$ cat src/rtl/sram_pkg.sv
// sram_pkg: shared encodings and default widths for the SRAM emulator.
// Imported by the responder top and its RAM array.
package sram_pkg;

    localparam int ADDR_W_DEF     = 8;
    localparam int DATA_W_DEF     = 8;
    localparam int MIN_ACTIVE_DEF = 1;
    localparam int CNT_W_DEF      = 16;

    typedef enum logic [2:0] {
        IDLE     = 3'd0,
        SELECTED = 3'd1,
        READ     = 3'd2,
        WRITE    = 3'd3,
        ERROR    = 3'd4
    } resp_state_t;

endpackage

$ cat src/rtl/sram_array.sv
// sram_array: single-port RAM, synchronous write, registered read.
// Kept free of reset so it maps onto iCE40 block RAM.
module sram_array
    import sram_pkg::*;
#(
    parameter int ADDR_WIDTH = ADDR_W_DEF,
    parameter int DATA_WIDTH = DATA_W_DEF
) (
    input  logic                  clk,
    input  logic                  wr_en,
    input  logic                  rd_en,
    input  logic [ADDR_WIDTH-1:0] addr,
    input  logic [DATA_WIDTH-1:0] wdata,
    output logic [DATA_WIDTH-1:0] rdata
);

    logic [DATA_WIDTH-1:0] mem [2**ADDR_WIDTH];

    // Write port and registered read port share the one address
    always_ff @(posedge clk) begin
        if (wr_en) begin
            mem[addr] <= wdata;
        end
        if (rd_en) begin
            rdata <= mem[addr];
        end
    end

endmodule

$ cat src/rtl/sram_responder.sv
// sram_responder: async-SRAM strobe target backed by on-chip RAM.
// Decodes /CE, /WE, /OE into reads and writes and flags protocol errors.
module sram_responder
    import sram_pkg::*;
#(
    parameter int ADDR_WIDTH = ADDR_W_DEF,
    parameter int DATA_WIDTH = DATA_W_DEF,
    parameter int MIN_ACTIVE = MIN_ACTIVE_DEF,
    parameter int CNT_WIDTH  = CNT_W_DEF
) (
    input  logic                  Clk,
    input  logic                  Reset_N,
    input  logic                  CE,
    input  logic                  WE,
    input  logic                  OE,
    input  logic [ADDR_WIDTH-1:0] Addr,
    input  logic [DATA_WIDTH-1:0] DataIn,
    output logic [DATA_WIDTH-1:0] DataOut,
    output logic                  DataOE,
    input  logic                  ClearErr,
    output logic                  Error,
    output logic                  ErrorSticky,
    output logic [CNT_WIDTH-1:0]  AccessCount,
    output logic [2:0]            RespState
);

    localparam int WC_W = (MIN_ACTIVE < 1) ? 1 : $clog2(MIN_ACTIVE + 1);
    localparam logic [WC_W-1:0] WC_MAX = WC_W'(MIN_ACTIVE);

    resp_state_t state, state_nx;

    logic                  ce_q, we_q, oe_q;
    logic [ADDR_WIDTH-1:0] addr_q;
    logic [DATA_WIDTH-1:0] wdata_q;
    logic [DATA_WIDTH-1:0] rdata;
    logic [WC_W-1:0]       we_cnt;

    logic ce_fall, we_rise, oe_rise;
    logic contention;
    logic end_write;
    logic addr_load;
    logic rd_issue;
    logic capture;
    logic commit;
    logic short_w;
    logic read_done;
    logic hold_read;
    logic err_nx;

    assign ce_fall = ce_q && !CE;
    assign we_rise = !we_q && WE;
    assign oe_rise = !oe_q && OE;

    // Next-state decode and per-cycle action strobes
    always_comb begin
        state_nx   = state;
        addr_load  = 1'b0;
        rd_issue   = 1'b0;
        commit     = 1'b0;
        short_w    = 1'b0;
        contention = !CE && !WE && !OE && (state != ERROR);
        end_write  = (state == WRITE) && (CE || we_rise);
        read_done  = (state == READ) && (CE || oe_rise);

        unique case (state)
            IDLE: begin
                if (ce_fall) begin
                    addr_load = 1'b1;
                    state_nx  = SELECTED;
                end
            end
            SELECTED: begin
                if (!OE) begin
                    state_nx = READ;
                    rd_issue = 1'b1;
                end else if (!WE) begin
                    state_nx = WRITE;
                end
            end
            READ: begin
                if (oe_rise) begin
                    state_nx = SELECTED;
                end
            end
            WRITE: begin
                if (we_rise) begin
                    state_nx = SELECTED;
                end
            end
            ERROR: begin
                state_nx = ERROR;
            end
            default: begin
                state_nx = IDLE;
            end
        endcase

        if (end_write) begin
            if (we_cnt >= WC_MAX) begin
                commit = 1'b1;
            end else begin
                short_w = 1'b1;
            end
        end

        if (contention) begin
            state_nx = ERROR;
            rd_issue = 1'b0;
        end

        if (CE) begin
            state_nx = IDLE;
        end
    end

    assign capture   = (state_nx == WRITE);
    assign hold_read = (state == READ) && (state_nx == READ);
    assign err_nx    = contention || short_w;

    // FSM state, strobe history, latched address and write capture
    always_ff @(posedge Clk or negedge Reset_N) begin
        if (!Reset_N) begin
            state   <= IDLE;
            ce_q    <= 1'b1;
            we_q    <= 1'b1;
            oe_q    <= 1'b1;
            addr_q  <= '0;
            wdata_q <= '0;
            we_cnt  <= '0;
        end else begin
            state <= state_nx;
            ce_q  <= CE;
            we_q  <= WE;
            oe_q  <= OE;
            if (addr_load) begin
                addr_q <= Addr;
            end
            if (capture) begin
                wdata_q <= DataIn;
                if (we_cnt < WC_MAX) begin
                    we_cnt <= we_cnt + WC_W'(1);
                end
            end else begin
                we_cnt <= '0;
            end
        end
    end

    // Registered outputs: read data path, error flags, access counter
    always_ff @(posedge Clk or negedge Reset_N) begin
        if (!Reset_N) begin
            DataOut     <= '0;
            DataOE      <= 1'b0;
            Error       <= 1'b0;
            ErrorSticky <= 1'b0;
            AccessCount <= '0;
        end else begin
            Error       <= err_nx;
            ErrorSticky <= err_nx | Error | (ErrorSticky & ~ClearErr);
            if (commit || read_done) begin
                AccessCount <= AccessCount + CNT_WIDTH'(1);
            end
            if (hold_read) begin
                DataOE  <= 1'b1;
                DataOut <= rdata;
            end else begin
                DataOE <= 1'b0;
            end
        end
    end

    assign RespState = state;

    sram_array #(
        .ADDR_WIDTH(ADDR_WIDTH),
        .DATA_WIDTH(DATA_WIDTH)
    ) u_array (
        .clk  (Clk),
        .wr_en(commit),
        .rd_en(rd_issue),
        .addr (addr_q),
        .wdata(wdata_q),
        .rdata(rdata)
    );

endmodule
$ cat config.mk
export PLATFORM = sky130hd
export DESIGN_NAME = sram_responder
export DESIGN_NICKNAME = d
export VERILOG_FILES = /design/src/rtl/sram_pkg.sv /design/src/rtl/sram_array.sv /design/src/rtl/sram_responder.sv
export SDC_FILE = /design/constraint.sdc
export NUM_CORES = 2
export LEC_CHECK = 0
export ABC_AREA = 1
export CAP_MARGIN = 10
export CORE_MARGIN = 2
export CORE_UTILIZATION = 50
export DETAILED_ROUTE_END_ITERATION = 10
export PLACE_DENSITY_LB_ADDON = 0.12
export SKIP_CTS_REPAIR_TIMING = 1
export SLEW_MARGIN = 20
export SYNTH_ARGS = -nofsm -noshare
export SYNTH_HDL_FRONTEND = slang
export SYNTH_SLANG_ARGS = --single-unit
$ cat constraint.sdc
create_clock -name Clk -period 3.9 [get_ports Clk]
set_input_delay 0.585 -clock Clk [delete_from_list [all_inputs] [get_ports Clk]]
set_output_delay 0.585 -clock Clk [all_outputs]
set_load 0.02 [all_outputs]
==> qor.txt <==
==================================================================================================
Status                                                                                finished, final reports clean
Fill cells                                                                                   14600
Area share of the largest cell type after synthesis                                          0.711
Number of search-and-repair iterations in the first detailed-routing pass                        6
Worst skew pair latency                                                                     860 ps
Most frequently used flop master after synthesis                                          edfxtp_1
Startpoint class of the critical path                                                     register
Worst Path Arrival                                                                         4280 ps
Period Utilization, post-route                                                               0.948
Total number of yosys warnings                                                                   0
TritonCTS sink count                                                                          2106
Total of flip-flops plus latches after synthesis                                              2106
Inserted Clock Buffers                                                                         213
Fraction of final layout cells with drive strength greater than 1                           0.0846
Synth area leader                                                                         edfxtp_1
Crit-path cells                                                                       inv_8, buf_4, nand2_1, nand2_1, nand2_1, nand3_1, nand2_1, nand2_1, o21ai_0, nand2_1, nor2_1, nor2_1, nor2_1, nand2_1
Placed wire-length estimate after detailed placement                                        143 mm
CTS tree                                                                                       yes
Clock transition time at the flip-flop clock pins of the worst setup and hold paths          60 ps
Buf/Inv on CP                                                                                    2
Sequential area share after synthesis                                                        0.726
Maximum number of pins on one net before global-route repair                                   108
Initial Utilization                                                                          0.504
CP max FO                                                                                       53
Area growth from synthesis to final layout                                                   14.0%
Area used by sequential logic in the layout                                           0.0630 sq mm
Routed Antenna Nets                                                                              0
Final setup violation count                                                                      0
Count of boundary I/O pins                                                                      52
Max VDD drop                                                                                489 uV
Worst slew margin relative to its limit                                                      0.269
Clock Root Buffer                                                                        clkbuf_16
Most common cell on crit path                                                              nand2_1
Worst Hold Class                                                                      primary input to register
GP Congestion                                                                                0.902
H-tree level count                                                                               4
EDFF count, synth                                                                             2056
Count of mapped cells out of synthesis                                                        8204
Net count after synthesis                                                                     8227
Top-count cell post-synth                                                                  nand2_1
CTS Buffer Depth                                                                                 3
Largest cells by area after synthesis                                                 edfxtp_1, nand2_1, nor2_1
Top delay family on crit path                                                         simple AND/OR/NAND/NOR gates
Die ar.                                                                                0.177 sq mm
Final count of pins violating max slew                                                           0
Global Route Usage Sum                                                                       0.270
Via density per instance                                                                      5.30
Max frequency                                                                            0.270 GHz
Slowest stage cell, crit path                                                              dfrtp_4
Post-route setup TNS                                                                          0 ps
Worst setup path category                                                             register to register
Metal1 wirelength                                                                           101 mm
Endpoint kind of the worst setup timing path                                              register
Count of routing violations after the opening detailed-route iteration                        6196
Transition time at the pin with the least slew margin                                      1100 ps
Total wire length after detailed routing                                                    239 mm
Post-Synthesis Mean Instance Area                                                       10.6 sq um
Most frequent cells after synthesis                                                   nand2_1, edfxtp_1, nor2_1
Distinct cell type count of the synthesized netlist                                             29
Detailed-route DRC error count                                                                   0
Total vias in the final route                                                                57900
Initial antenna violation count                                                                  7
Die extent in x                                                                             421 um
Mapped Area                                                                           0.0868 sq mm
Total chip power                                                                           58.6 mW
NumNets Final                                                                                 8459
Max-cap viol count                                                                               0
Final clock skew                                                                           34.6 ps
Area occupied by multi-input gates                                                    0.0219 sq mm
Final-report hold violation count                                                                0
Number of placement rows                                                                       152
Sum of met3 wire segment lengths after detailed routing                                    19.6 mm
Global route overflow                                                                            0
Post-DR wirelength/cell                                                                    21.9 um
Power density over cell area                                                           592 mW/mm^2
RSZ-0062 raised after global routing                                                            no
Critical path data required time                                                           4480 ps
Met2 routed wirelength                                                                      111 mm
Asr flop ratio synth                                                                        0.0237
Leak Pwr                                                                                   40.1 nW
First-pass GRT wire length                                                                  352 mm
Quantity of I/O buffers inserted on ports                                                       51
Largest stage delay on the critical path                                                    720 ps
Core outline area                                                                      0.172 sq mm
Via count of the first global-routing pass                                                   55500
Top routing layer in use                                                                      met5
Fin crit period                                                                            3700 ps
Vert. Die Dim                                                                               421 um
==================================================================================================
[kinds of logic (layout without fill, tap and decap cells)]
group / after synthesis / in the layout / synth area share
flip-flops: 2106 / 2106 / 0.726
adder cells (fa/ha/maj): 1 / 1 / 0.000144
AO/OA/AOI/OAI: 212 / 212 / 0.0123
multiplexers: 3 / 3 / 0.000389
AND/OR/NAND/NOR: 5416 / 5416 / 0.238
other: 0 / 2 / 0
buffers and inverters: 456 / 866 / 0.0228
XOR/XNOR: 10 / 10 / 0.00101
[layer usage]
metal / global-route usage / vias up
li1: - / 27400
met1: 0.376 / 28000
met2: 0.430 / 2125
met3: 0.0509 / 389
met4: 0.0860 / 4
met5: 0 / -
[path summary, 6_finish.rpt]
kind,start,end,slack [ps],cells after the start
setup / recovery,addr_q[0]$_DFFE_PN0P_,u_array.rdata[7]$_DFFE_PP_,200,14
hold / removal,WE,we_q$_DFF_PN1_,220,1
setup reg to reg,addr_q[0]$_DFFE_PN0P_,u_array.rdata[7]$_DFFE_PP_,200,14
hold reg to reg,Error$_DFF_PN0_,ErrorSticky$_DFF_PN0_,480,2
max in group asynchronous,Reset_N,ce_q$_DFF_PN1_,2590,3
min in group asynchronous,Reset_N,AccessCount[12]$_DFFE_PN0P_,410,2
[cell type report]
type,instances,area share
multi-input cells,5642,0.221
well taps,2310,0.0292
clock inverters,113,0.0112
clock buffers,280,0.0575
repair buffers,435,0.0417
inverters,38,0.00167
flip-flops and latches,2106,0.637
diodes,2,0.0000506
[registers in the layout (all words and copies together), names as in the netlist, 3 cells and up]
signal / count
u_array.mem: 2048
AccessCount: 16
DataOut: 8
addr_q: 8
u_array.rdata: 8
wdata_q: 8
RespState: 3
[power breakdown]
group          leakage, nW  switching [mW]  internal (mW)
registers             19.5           0.647           26.5
clock network         3.31            8.69           11.2
logic                 17.3            8.66           2.84
total                 40.1            18.0           40.6
[layout by cell type, fill, tap and decap left out, types with 4 or more instances in the layout]
cell | netlist | layout
nand2_1 | 4846 | 4830
edfxtp_1 | 2056 | 2056
nor2_1 | 362 | 357
buf_4 | 1 | 324
clkbuf_16 | 0 | 213
nand3_1 | 192 | 192
o21ai_0 | 106 | 106
o21ai_1 | 59 | 59
buf_12 | 0 | 59
clkbuf_1 | 186 | 56
clkdlybuf4s50_1 | 0 | 50
clkinv_1 | 3 | 47
a21oi_1 | 45 | 45
dfrtp_1 | 47 | 37
clkinv_2 | 0 | 34
inv_1 | 30 | 30
nand2_2 | 2 | 18
bufinv_16 | 0 | 14
clkbuf_8 | 0 | 11
dfrtp_4 | 0 | 10
inv_16 | 0 | 6
nor2_2 | 4 | 5
xnor2_1 | 5 | 5
xor2_1 | 5 | 5
clkinvlp_4 | 0 | 5
nor2_4 | 0 | 4
clkinv_8 | 0 | 4
clkinv_16 | 0 | 4
[through the flow]
stage                     instance area, sq um  setup WS [ps]  hold slack [ps]   util  std cells
after global placement                   92100            322              468  0.535      10500
after global routing                     98900            192              178  0.575      10900
after floorplan                          86800           1490              289      -       8204
final                                    98900            201              218  0.575      10900
after detailed placement                 92100            293              473  0.535      10500
after CTS                                98900            264             -181  0.575      10900
[worst reg2reg max path, cell delays in order (launching register included)]
cell	delay [ps]
dfrtp_4	720
inv_8	300
buf_4	390
nand2_1	170
nand2_1	110
nand2_1	80
nand3_1	70
nand2_1	70
nand2_1	50
o21ai_0	430
nand2_1	210
nor2_1	320
nor2_1	80
nor2_1	360
nand2_1	100
Power figures use the tool's default switching activity.
